$ cat config.mk
export PLATFORM = sky130hd
export DESIGN_NAME = tick_generator_mc
export DESIGN_NICKNAME = d
export VERILOG_FILES = /design/src/rtl/tick_generator_mc.sv
export SDC_FILE = /design/constraint.sdc
export NUM_CORES = 1
export LEC_CHECK = 0
export CAP_MARGIN = 20
export CORE_MARGIN = 2
export CORE_UTILIZATION = 46
export CTS_CLUSTER_DIAMETER = 50
export CTS_CLUSTER_SIZE = 14
export DETAILED_ROUTE_END_ITERATION = 8
export GPL_TIMING_DRIVEN = 0
export PLACE_DENSITY = 0.73
export SKIP_LAST_GASP = 1
export SLEW_MARGIN = 25
export SYNTH_ARGS = -nofsm -noshare
export SYNTH_HDL_FRONTEND = slang
export SYNTH_SLANG_ARGS = --single-unit
export TNS_END_PERCENT = 1
$ cat constraint.sdc
create_clock -name clk -period 2.3 [get_ports clk]
set_input_delay 0.69 -clock clk [delete_from_list [all_inputs] [get_ports clk]]
set_output_delay 0.69 -clock clk [all_outputs]
set_load 0.01 [all_outputs]
$ cat src/rtl/tick_generator_mc.sv
`default_nettype none
// +----------------------------------------------------------------------------+
// | Module      : tick_generator_mc                                            |
// | Description : Multi-channel programmable tick generator. Each channel      |
// |               emits a one-cycle tick every divider+1 clocks (periodic) or  |
// |               once per start trigger (one-shot), plus a near-50% phase     |
// |               waveform for bit-cell timing. Divider updates only take      |
// |               effect at a period boundary or on restart.                   |
// | Parameters  : WIDTH    - counter/divider width per channel (>= 2)          |
// |               CHANNELS - number of independent channels (>= 1)            |
// | Ports       : clk      - clock                                             |
// |               rst      - synchronous active-high reset                     |
// |               divider  - per-channel divider, channel n at [n*WIDTH+:WIDTH]|
// |               enable   - per-channel periodic run request (level)          |
// |               oneshot  - per-channel mode select, 1 = one-shot             |
// |               start    - per-channel trigger / resync pulse                |
// |               tick     - one-cycle pulse at terminal count                 |
// |               busy     - channel is running                                |
// |               phase    - high during the second half of each period       |
// | Revision    : 1.0 - initial release                                        |
// +----------------------------------------------------------------------------+
module tick_generator_mc #(
   parameter int WIDTH    = 8,
   parameter int CHANNELS = 2
) (
   input  logic                      clk,
   input  logic                      rst,
   input  logic [CHANNELS*WIDTH-1:0] divider,
   input  logic [CHANNELS-1:0]       enable,
   input  logic [CHANNELS-1:0]       oneshot,
   input  logic [CHANNELS-1:0]       start,
   output logic [CHANNELS-1:0]       tick,
   output logic [CHANNELS-1:0]       busy,
   output logic [CHANNELS-1:0]       phase
);

   typedef enum logic [0:0] {
      ST_IDLE = 1'b0,
      ST_RUN  = 1'b1
   } state_t;

   localparam logic [WIDTH-1:0] C_CNT_ONE  = {{(WIDTH-1){1'b0}}, 1'b1};
   localparam logic [WIDTH:0]   C_HALF_ONE = {{WIDTH{1'b0}}, 1'b1};

   for (genvar ch = 0; ch < CHANNELS; ch++) begin : g_ch

      state_t           r_state;
      state_t           w_state_nxt;
      logic [WIDTH-1:0] r_cnt;
      logic [WIDTH-1:0] w_cnt_nxt;
      logic [WIDTH-1:0] r_div_act;
      logic [WIDTH-1:0] w_div_act_nxt;
      logic             r_mode;
      logic             w_mode_nxt;

      logic [WIDTH-1:0] w_div_in;
      logic             w_term;
      logic [WIDTH:0]   w_half;

      assign w_div_in = divider[ch*WIDTH +: WIDTH];
      assign w_term   = (r_cnt == r_div_act);

      // State register.
      always_ff @(posedge clk) begin
         if (rst) begin
            r_state   <= ST_IDLE;
            r_cnt     <= '0;
            r_div_act <= '0;
            r_mode    <= 1'b0;
         end else begin
            r_state   <= w_state_nxt;
            r_cnt     <= w_cnt_nxt;
            r_div_act <= w_div_act_nxt;
            r_mode    <= w_mode_nxt;
         end
      end

      // Next-state logic. start has priority over everything so that it
      // acts as a retrigger even at terminal count or with enable low.
      always_comb begin
         w_state_nxt   = r_state;
         w_cnt_nxt     = r_cnt;
         w_div_act_nxt = r_div_act;
         w_mode_nxt    = r_mode;

         if (start[ch]) begin
            w_state_nxt   = ST_RUN;
            w_cnt_nxt     = '0;
            w_div_act_nxt = w_div_in;
            w_mode_nxt    = oneshot[ch];
         end else begin
            case (r_state)
               ST_IDLE: begin
                  // One-shot channels are launched by start only.
                  if (enable[ch] && !oneshot[ch]) begin
                     w_state_nxt   = ST_RUN;
                     w_cnt_nxt     = '0;
                     w_div_act_nxt = w_div_in;
                     w_mode_nxt    = 1'b0;
                  end
               end
               ST_RUN: begin
                  if (!r_mode && !enable[ch]) begin
                     // Periodic stop is immediate; no partial-period finish.
                     w_state_nxt = ST_IDLE;
                     w_cnt_nxt   = '0;
                  end else if (w_term) begin
                     w_cnt_nxt = '0;
                     if (r_mode) begin
                        w_state_nxt = ST_IDLE;
                     end else begin
                        // The only point where a new divider is picked up
                        // while running, which keeps period changes glitch-free.
                        w_div_act_nxt = w_div_in;
                     end
                  end else begin
                     w_cnt_nxt = r_cnt + C_CNT_ONE;
                  end
               end
               default: begin
                  w_state_nxt = ST_IDLE;
                  w_cnt_nxt   = '0;
               end
            endcase
         end
      end

      // Midpoint computed one bit wider so an all-ones divider does not wrap.
      assign w_half = ({1'b0, r_div_act} + C_HALF_ONE) >> 1;

      assign busy[ch]  = (r_state == ST_RUN);
      assign tick[ch]  = (r_state == ST_RUN) && w_term;
      assign phase[ch] = (r_state == ST_RUN) && ({1'b0, r_cnt} >= w_half);

   end : g_ch

endmodule
`default_nettype wire

==> results_dict.tcl, run 1 <==
set metrics [dict create \
    status "finished with violations" \
    violations "setup timing" \
    hp-start "g_ch[0].r_mode$_SDFFE_PP0P_" \
    die_h_um 76.4 \
    num_antenna_cells 0 \
    p_clk_share_pct 31.0 \
    layout-drive-gt1-share_pct 16.8 \
    post_drt_wl_per_cell_um 14.2 \
    pwr-share-comb_pct 22.4 \
    finalSetupViolCount 4 \
    die_w_um 76.4 \
    overflow 0 \
    gp_congestion 0.856 \
    power_frac_seq_pct 46.6 \
    fin_nets 370 \
    p_switching_uw 433 \
    p_leak_nw 1.13 \
    r2r-end "g_ch[1].r_cnt[2]$_SDFFE_PP0P_" \
    power.total_mw 1.49 \
    finalHoldViolations 0 \
    met3_usage_pct 3.91 \
    skew_ns 0.00839 \
    initial_core_util_pct 47.5 \
    synth.top_cell.area_share_pct 29.9 \
    worst_slack_ns -0.529 \
    yosys-top-cells-area "dfxtp_1 (30%), ha_1 (10%), xnor2_1 (8.0%)" \
    grtUsageMet2_pct 32.7 \
    regToRegSetupSlack_ns 0.61 \
    crit_type "reg -> out" \
    syn-num-nets 328 \
    hold_buffers 0 \
    critical_path_required_ns 1.61 \
    synth_area_sq_um 2410 \
    ir_worst_vdd_mv 0.302 \
    cts_tree "built" \
    worst_r2r_path_depth 5 \
    fin_crit_ns 2.83 \
    synth_ff_type "dfxtp_1" \
    vias_per_cell 5.61 \
    holdPathStages 2 \
    crit_path_start_kind "register" \
    rows 26 \
    grtUsageTotal_pct 20.3 \
    routed_wl_mm 5.66 \
    cts_buffers 5 \
    hp-class "reg -> reg" \
    drtIter0Drc 118 \
    yosysUniqueCellTypes 49 \
    firstDrtPassIters 6 \
    drv_slew 0 \
    yosys_warnings 0 \
    synth-edff-count 0 \
    cts_sinks 36 \
    power_density_nw_per_um2 494 \
    fmax_mhz 354 \
    boundaryPins 30 \
    vias 2229 \
    cap_violations 0 \
    fin_crit_sh_pct 123 \
    h-tree-depth 2 \
    rr_startpoint "g_ch[1].r_cnt[5]$_SDFFE_PP0P_" \
    ys_ff_latch 36 \
    p_int_mw 1.06 \
    clk_pin_slew_ns 0.07 \
    grt_pass1_vias 2119 \
    tightest_slew_ns 0.819 \
    fin_hold_ws_ns 0.522 \
    clock_latency_ns 0.29 \
    arrival_ns 2.14 \
    ys_async_sr_fraction_pct 0 \
    switching_share_pct 29.0 \
    clk_path_buf_depth 2 \
    yosys.area.top_type "dfxtp_1" \
    grt_start_max_net_pins 11 \
    grt_pass1_wl_mm 9.81 \
    drc 0 \
    final_cell_mix "dfxtp_1 (26), clkdlybuf4s50_1 (26), a21oi_1 (25)" \
    holdPathEnd "g_ch[0].r_state$_SDFF_PP0_" \
    antenna_found_initial 0 \
    syn_avg_cell_area_sq_um 8.49 \
    antenna_left 0 \
    fillerInstances 492 \
    met1_usage_pct 26.9 \
    seq_area_frac_synth_pct 29.9 \
    area_delta_synth_final_pct 25.5 \
    rsz0062_at_grt "true" \
    core-area_sq_um 5070 \
    port-buffer-count 28 \
    relSlewSlack_pct 45.4 \
    critPathCaptureType "output port" \
    die-area_sq_um 5830 \
    dp_hpwl_mm 4.19 \
    syn_inst 284 \
    crit_fanout 4 \
    top_usage_layer "met2" \
    root_buffer "clkbuf_8" \
]
state kept, by name, indices dropped and copies added, names as in the netlist:
register / flops
g_ch.r_div_act: 16
g_ch.r_mode: 2
g_ch.r_cnt: 16
g_ch.r_state: 2
stage by stage:
step / util [%] / TNS [ns] / instance area (sq um) / instances / worst slack [ns]
final: 59.6 / -1.68 / 3030 / 397 / -0.529
after global placement: 55.9 / -1.60 / 2840 / 382 / -0.619
after floorplan: - / -0.103 / 2470 / 284 / -0.0590
after detailed placement: 55.9 / -1.71 / 2840 / 382 / -0.661
after CTS: 59.0 / -1.69 / 2990 / 395 / -0.521
after global routing: 59.6 / -2.16 / 3030 / 397 / -0.653
cells by family after synthesis:
logic type,count (synthesis),synth area share (%)
xor+xnor,35,12.7
mux,3,1.30
compound gates,79,20.5
flops,36,29.9
fa+ha+maj,20,10.4
buf+inv,15,2.96
simple gates,96,22.2
worst max path at each step:
stage | start | end | slack, ns | cells after the start
global route | g_ch[0].r_div_act[3]$_SDFFE_PP0P_ | phase[0] | -0.65 | 9
CTS | g_ch[0].r_div_act[0]$_SDFFE_PP0P_ | phase[0] | -0.52 | 10
finish | g_ch[0].r_div_act[1]$_SDFFE_PP0P_ | phase[0] | -0.53 | 10
global placement | g_ch[1].r_div_act[0]$_SDFFE_PP0P_ | phase[1] | -0.62 | 10
detailed placement | g_ch[0].r_div_act[0]$_SDFFE_PP0P_ | phase[0] | -0.66 | 10
floorplan | g_ch[0].r_div_act[0]$_SDFFE_PP0P_ | phase[0] | -0.06 | 9
worst max-delay path, stage by stage (launching register included):
cell,delay [ns]
dfxtp_4,0.37
ha_4,0.14
and3_4,0.20
nand3_2,0.08
xor2_1,0.16
ha_2,0.19
a21o_1,0.12
a21oi_2,0.06
buf_4,0.13
a221oi_2,0.24
buf_2,0.18
routing by layer:
| metal | routed length (um) | vias to the layer above | part of all wire (%) |
|---|---|---|---|
| met5 | 0 | - | 0 |
| met4 | 109 | 0 | 1.9 |
| met3 | 209 | 7 | 3.7 |
| met2 | 2680 | 55 | 47 |
| met1 | 2660 | 1045 | 47 |
| li1 | - | 1122 | - |
synth_stat cells (6+ instances only):
library cell and count:
nand3_1 18, xor2_1 13, nor3_1 6, dfxtp_1 36
xnor2_1 22, a21o_1 7, nand2_1 16, o21ai_0 12
a21oi_1 27, o21ai_1 9, nand3b_1 10, ha_1 20
and3_1 6, inv_1 8, nor2_1 16
layout make-up:
cell class | count | area (sq um) | area share, %
tap | 70 | 87.6 | 2.89
sequential | 36 | 748 | 24.7
multi-input combinational | 233 | 1710 | 56.4
inverter | 8 | 30.0 | 0.993
clock buffer | 8 | 90.1 | 2.98
buffer | 7 | 41.3 | 1.36
timing repair buffer | 35 | 323 | 10.7
timing repair:
action,CTS,global route
endpoints found under the setup margin,4,4
gates resized for setup,19,6
setup buffers,5,2
pin swaps,5,6
power by group through the flow:
stage | Combinational [mW] | Clock, mW | Sequential [mW]
global placement | 0.312 | 0 | 0.711
global route | 0.373 | 0.506 | 0.702
detailed placement | 0.319 | 0 | 0.712
floorplan | 0.211 | 0 | 0.701
CTS | 0.332 | 0.476 | 0.696
finish | 0.335 | 0.463 | 0.697
(Power assumes the default switching activity.)
==> run 2: changes to the inputs <==
CTS_CLUSTER_SIZE = default   (was 14)
DONT_BUFFER_PORTS = 1   (was default)
PLACE_DENSITY = 0.65   (was 0.73)
==> results_dict.tcl, run 2 (synthesis results as in run 1) <==
set metrics [dict create \
    grt_start_max_net_pins 12 \
    gp_congestion 0.825 \
    antenna_left 0 \
    cap_violations 0 \
    final_cell_count_no_fill 370 \
    fin_crit_sh_pct 120 \
    top_regs "g_ch.r_cnt x16, g_ch.r_div_act x16" \
    met1_usage_pct 29.0 \
    hp-class "reg -> reg" \
    crit_path_start_kind "register" \
    fmax_mhz 361 \
    finalHoldViolations 0 \
    skew_ns 0.00446 \
    hold_buffers 0 \
    top_usage_layer "met2" \
    p_leak_nw 1.04 \
    routed_wl_mm 5.69 \
    die_w_um 76.4 \
    finalSetupViolCount 2 \
    clk_pin_slew_ns 0.07 \
    status "finished with violations" \
    met3_usage_pct 3.55 \
    final_cell_mix "a21oi_1 (25), dfxtp_1 (25), xnor2_1 (22)" \
    port-buffer-count 0 \
    relSlewSlack_pct 52.5 \
    grt_pass1_wl_mm 9.88 \
    setup_tns_ns -0.921 \
    crit_fanout 5 \
    clock_latency_ns 0.29 \
    dp.cells 354 \
    drv_slew 0 \
    rows 26 \
    h-tree-depth 2 \
    arrival_ns 2.08 \
    critPathCaptureType "output port" \
    drtIter0Drc 137 \
    worst_slack_ns -0.468 \
    layout-drive-gt1-share_pct 19.0 \
    grt_pass1_vias 2082 \
    power_density_nw_per_um2 533 \
    ir_worst_vdd_mv 0.322 \
    dp_hpwl_mm 4.13 \
    clk_path_buf_depth 2 \
    cts_sinks 36 \
    fin_crit_ns 2.77 \
    cts_buffers 5 \
    vias_per_cell 5.68 \
    root_buffer "clkbuf_8" \
    tightest_slew_ns 0.705 \
    fin_hold_ws_ns 0.525 \
    area_delta_synth_final_pct 16.0 \
    rsz0062_at_grt "true" \
    vias 2103 \
    die-area_sq_um 5830 \
    antenna_found_initial 0 \
    drc 0 \
    initial_core_util_pct 47.5 \
    crit_type "reg -> out" \
    die_h_um 76.4 \
    violations "setup timing" \
    grtUsageMet2_pct 33.4 \
    fin_nets 343 \
    num_antenna_cells 0 \
    post_drt_wl_per_cell_um 15.4 \
    core-area_sq_um 5070 \
    cts_tree "built" \
    overflow 0 \
    fillerInstances 515 \
    boundaryPins 30 \
    dp_worst_setup_slack_ns -0.274 \
    firstDrtPassIters 4 \
    critical_path_required_ns 1.61 \
    grtUsageTotal_pct 20.9 \
]
[run 2: cell count changes in the layout (fill, tap and decap cells not counted), sizes merged]
cell / change
clkdlybuf4s50: -26
buf: -1
[run 2: area by class of cell]
type	count	area [sq um]	area share [%]
Timing Repair Buffer	8	60.1	2.15
Multi-Input combinational cell	233	1730	61.7
Buffer	7	41.3	1.48
Tap cell	70	87.6	3.13
Clock buffer	8	100	3.58
Sequential cell	36	752	26.9
Inverter	8	30.0	1.07
[run 2: repair_timing]
| item | CTS | global route |
|---|---|---|
| setup endpoints to repair | 2 | 4 |
| hold endpoints to repair | 0 | 0 |
| buffers inserted | 6 | 2 |
| gates resized for setup | 14 | 7 |
| pin swaps | 6 | 7 |
[run 2: worst paths after layout]
check,slack (ns),to,start,cells after the start
max,-0.47,phase[0],g_ch[0].r_div_act[5]$_SDFFE_PP0P_,8
min,0.53,g_ch[1].r_mode$_SDFFE_PP0P_,g_ch[1].r_mode$_SDFFE_PP0P_,2
min reg2reg,0.53,g_ch[1].r_mode$_SDFFE_PP0P_,g_ch[1].r_mode$_SDFFE_PP0P_,2
max reg2reg,0.49,g_ch[1].r_cnt[2]$_SDFFE_PP0P_,g_ch[1].r_div_act[0]$_SDFFE_PP0P_,7
[run 2: stage by stage]
| stage | cell area (sq um) | util [%] | total power, mW |
|---|---|---|---|
| after detailed placement | 2560 | 50.4 | 0.974 |
| final | 2800 | 55.1 | 1.49 |
| after global routing | 2800 | 55.1 | 1.57 |
| after floorplan | 2470 | - | 0.912 |
| after global placement | 2560 | 50.4 | 0.968 |
| after CTS | 2760 | 54.3 | 1.49 |
[run 2: critical path, stage by stage, from the launching register on]
cell	delay [ns]
dfxtp_2	0.41
and3_1	0.19
nand2_1	0.06
xor2_1	0.15
ha_1	0.31
a21o_1	0.20
a21oi_2	0.20
nor2b_4	0.19
a221oi_4	0.08
[run 2: routing by layer]
layer | vias up | part of all wire [%]
li1 | 1071 | -
met1 | 989 | 49
met2 | 36 | 45
met3 | 7 | 4.3
met4 | 0 | 1.2
met5 | - | 0
[run 2: power breakdown]
group / internal (mW) / switching, mW / leakage (nW)
combinational: 0.127 / 0.159 / 0.690
clock: 0.274 / 0.229 / 0.0515
sequential: 0.653 / 0.0484 / 0.300
==> run 3: changes to the inputs <==
GPL_ROUTABILITY_DRIVEN = 0   (was default)
PLACE_DENSITY = 0.74   (was 0.65)
==> results_dict.tcl, run 3 (synthesis results as in run 1) <==
set metrics [dict create \
    status "finished with violations" \
    violations "setup timing" \
    grt_start_max_net_pins 11 \
    hold_buffers 0 \
    final_cell_count_no_fill 366 \
    grt_pass1_vias 1907 \
    drtIter0Drc 74 \
    boundaryPins 30 \
    fin_crit_ns 2.73 \
    core-area_sq_um 5070 \
    skew_ns 0.0104 \
    rr_startpoint "g_ch[1].r_cnt[3]$_SDFFE_PP0P_" \
    antenna_found_initial 0 \
    finalSetupViolCount 2 \
    overflow 0 \
    ir_worst_vdd_mv 0.343 \
    fillerInstances 497 \
    cts_buffers 5 \
    h-tree-depth 2 \
    root_buffer "clkbuf_8" \
    wl_met3_um 186 \
    p_leak_nw 1.01 \
    grt_pass1_wl_mm 8.78 \
    num_antenna_cells 0 \
    rows 26 \
    clk_path_buf_depth 2 \
    finalHoldViolations 0 \
    die_h_um 76.4 \
    arrival_ns 2.04 \
    dp.cells 354 \
    clock_latency_ns 0.30 \
    cts_sinks 36 \
    setup_tns_ns -0.849 \
    vias_per_cell 5.72 \
    critPathLaunch "g_ch[0].r_div_act[4]$_SDFFE_PP0P_" \
    dp_hpwl_mm 3.97 \
    cap_violations 0 \
    crit_type "reg -> out" \
    antenna_left 0 \
    die_w_um 76.4 \
    fin_crit_sh_pct 119 \
    port-buffer-count 0 \
    drc 0 \
    layout_commonest_cell "dfxtp_1" \
    power_density_nw_per_um2 529 \
    top_regs "g_ch.r_cnt x16, g_ch.r_div_act x16" \
    area_delta_synth_final_pct 13.6 \
    worst_slack_ns -0.428 \
    initial_core_util_pct 47.5 \
    layout-drive-gt1-share_pct 16.9 \
    crit_path_start_kind "register" \
    crit_fanout 6 \
    fmax_mhz 367 \
    firstDrtPassIters 4 \
    post_drt_wl_per_cell_um 14.7 \
    cts_tree "built" \
    tightest_slew_ns 0.782 \
    drv_slew 0 \
    relSlewSlack_pct 47.9 \
    critPathCaptureType "output port" \
    drt-met1-wl_mm 2.61 \
    die-area_sq_um 5830 \
    regToRegSetupSlack_ns 0.63 \
    dr_wl_met2_mm 2.49 \
    final_cell_mix "dfxtp_1 (27), a21oi_1 (25), xnor2_1 (22)" \
    hp-start "g_ch[0].r_div_act[6]$_SDFFE_PP0P_" \
    fin_nets 339 \
    grtUsageTotal_pct 18.7 \
    clk_pin_slew_ns 0.08 \
    vias 2092 \
    critical_path_required_ns 1.61 \
    routed_wl_mm 5.37 \
    hp-class "reg -> reg" \
    top_layer "met4" \
    rsz0062_at_grt "true" \
]
-- run 3: final timing paths --
path	end	cells past startpoint
setup reg to reg	g_ch[1].r_cnt[2]$_SDFFE_PP0P_	5
hold reg to reg	g_ch[0].r_div_act[6]$_SDFFE_PP0P_	2
hold / removal	g_ch[0].r_div_act[6]$_SDFFE_PP0P_	2
setup / recovery	phase[0]	8
-- run 3: final cells by class --
type                    instances  area (sq um)  area share, %
well taps                      70          87.6           3.20
repair buffers                  4          30.0           1.10
clock buffers                   8          90.1           3.29
inverters                       8          30.0           1.10
flip-flops and latches         36           747           27.3
multi-input cells             233          1710           62.5
plain buffers                   7          41.3           1.51
-- run 3: where the power goes --
part	total (mW)	leakage [nW]	internal [mW]	switching [mW]
registers	0.698	0.299	0.652	0.0451
logic	0.273	0.666	0.118	0.154
clock network	0.478	0.0455	0.245	0.233
total	1.45	1.01	1.02	0.432
-- run 3: layer usage --
layer | vias to the layer above | track usage, %
met1 | 976 | 24.4
li1 | 1064 | -
met2 | 44 | 30.6
met4 | 0 | 6.73
met5 | - | 0
met3 | 8 | 3.91
-- run 3: stage by stage --
stage / total power, mW / hold WS [ns] / setup slack (ns) / cell area (sq um) / util [%]
finish: 1.45 / 0.518 / -0.428 / 2740 / 53.9
floorplan: 0.912 / 0.481 / -0.0590 / 2470 / -
global placement: 0.965 / 0.504 / -0.180 / 2560 / 50.4
detailed placement: 0.971 / 0.508 / -0.215 / 2560 / 50.4
global route: 1.52 / 0.521 / -0.546 / 2740 / 53.9
CTS: 1.45 / 0.521 / -0.463 / 2710 / 53.3
-- run 3: worst max-delay path, cell delays in order, from the launching register on --
cell and delay, ns:
dfxtp_2 0.40, and3_1 0.21, nand2_2 0.06, xor2_1 0.14, ha_1 0.30, a21o_1 0.13
a21oi_2 0.06, buf_4 0.14, a221oi_4 0.30
-- run 3: what timing repair did --
item / in CTS / in global routing
gates resized for setup: 10 / 7
buffers inserted: 3 / 1
pin swaps: 7 / 5
setup endpoints to repair: 2 / 3
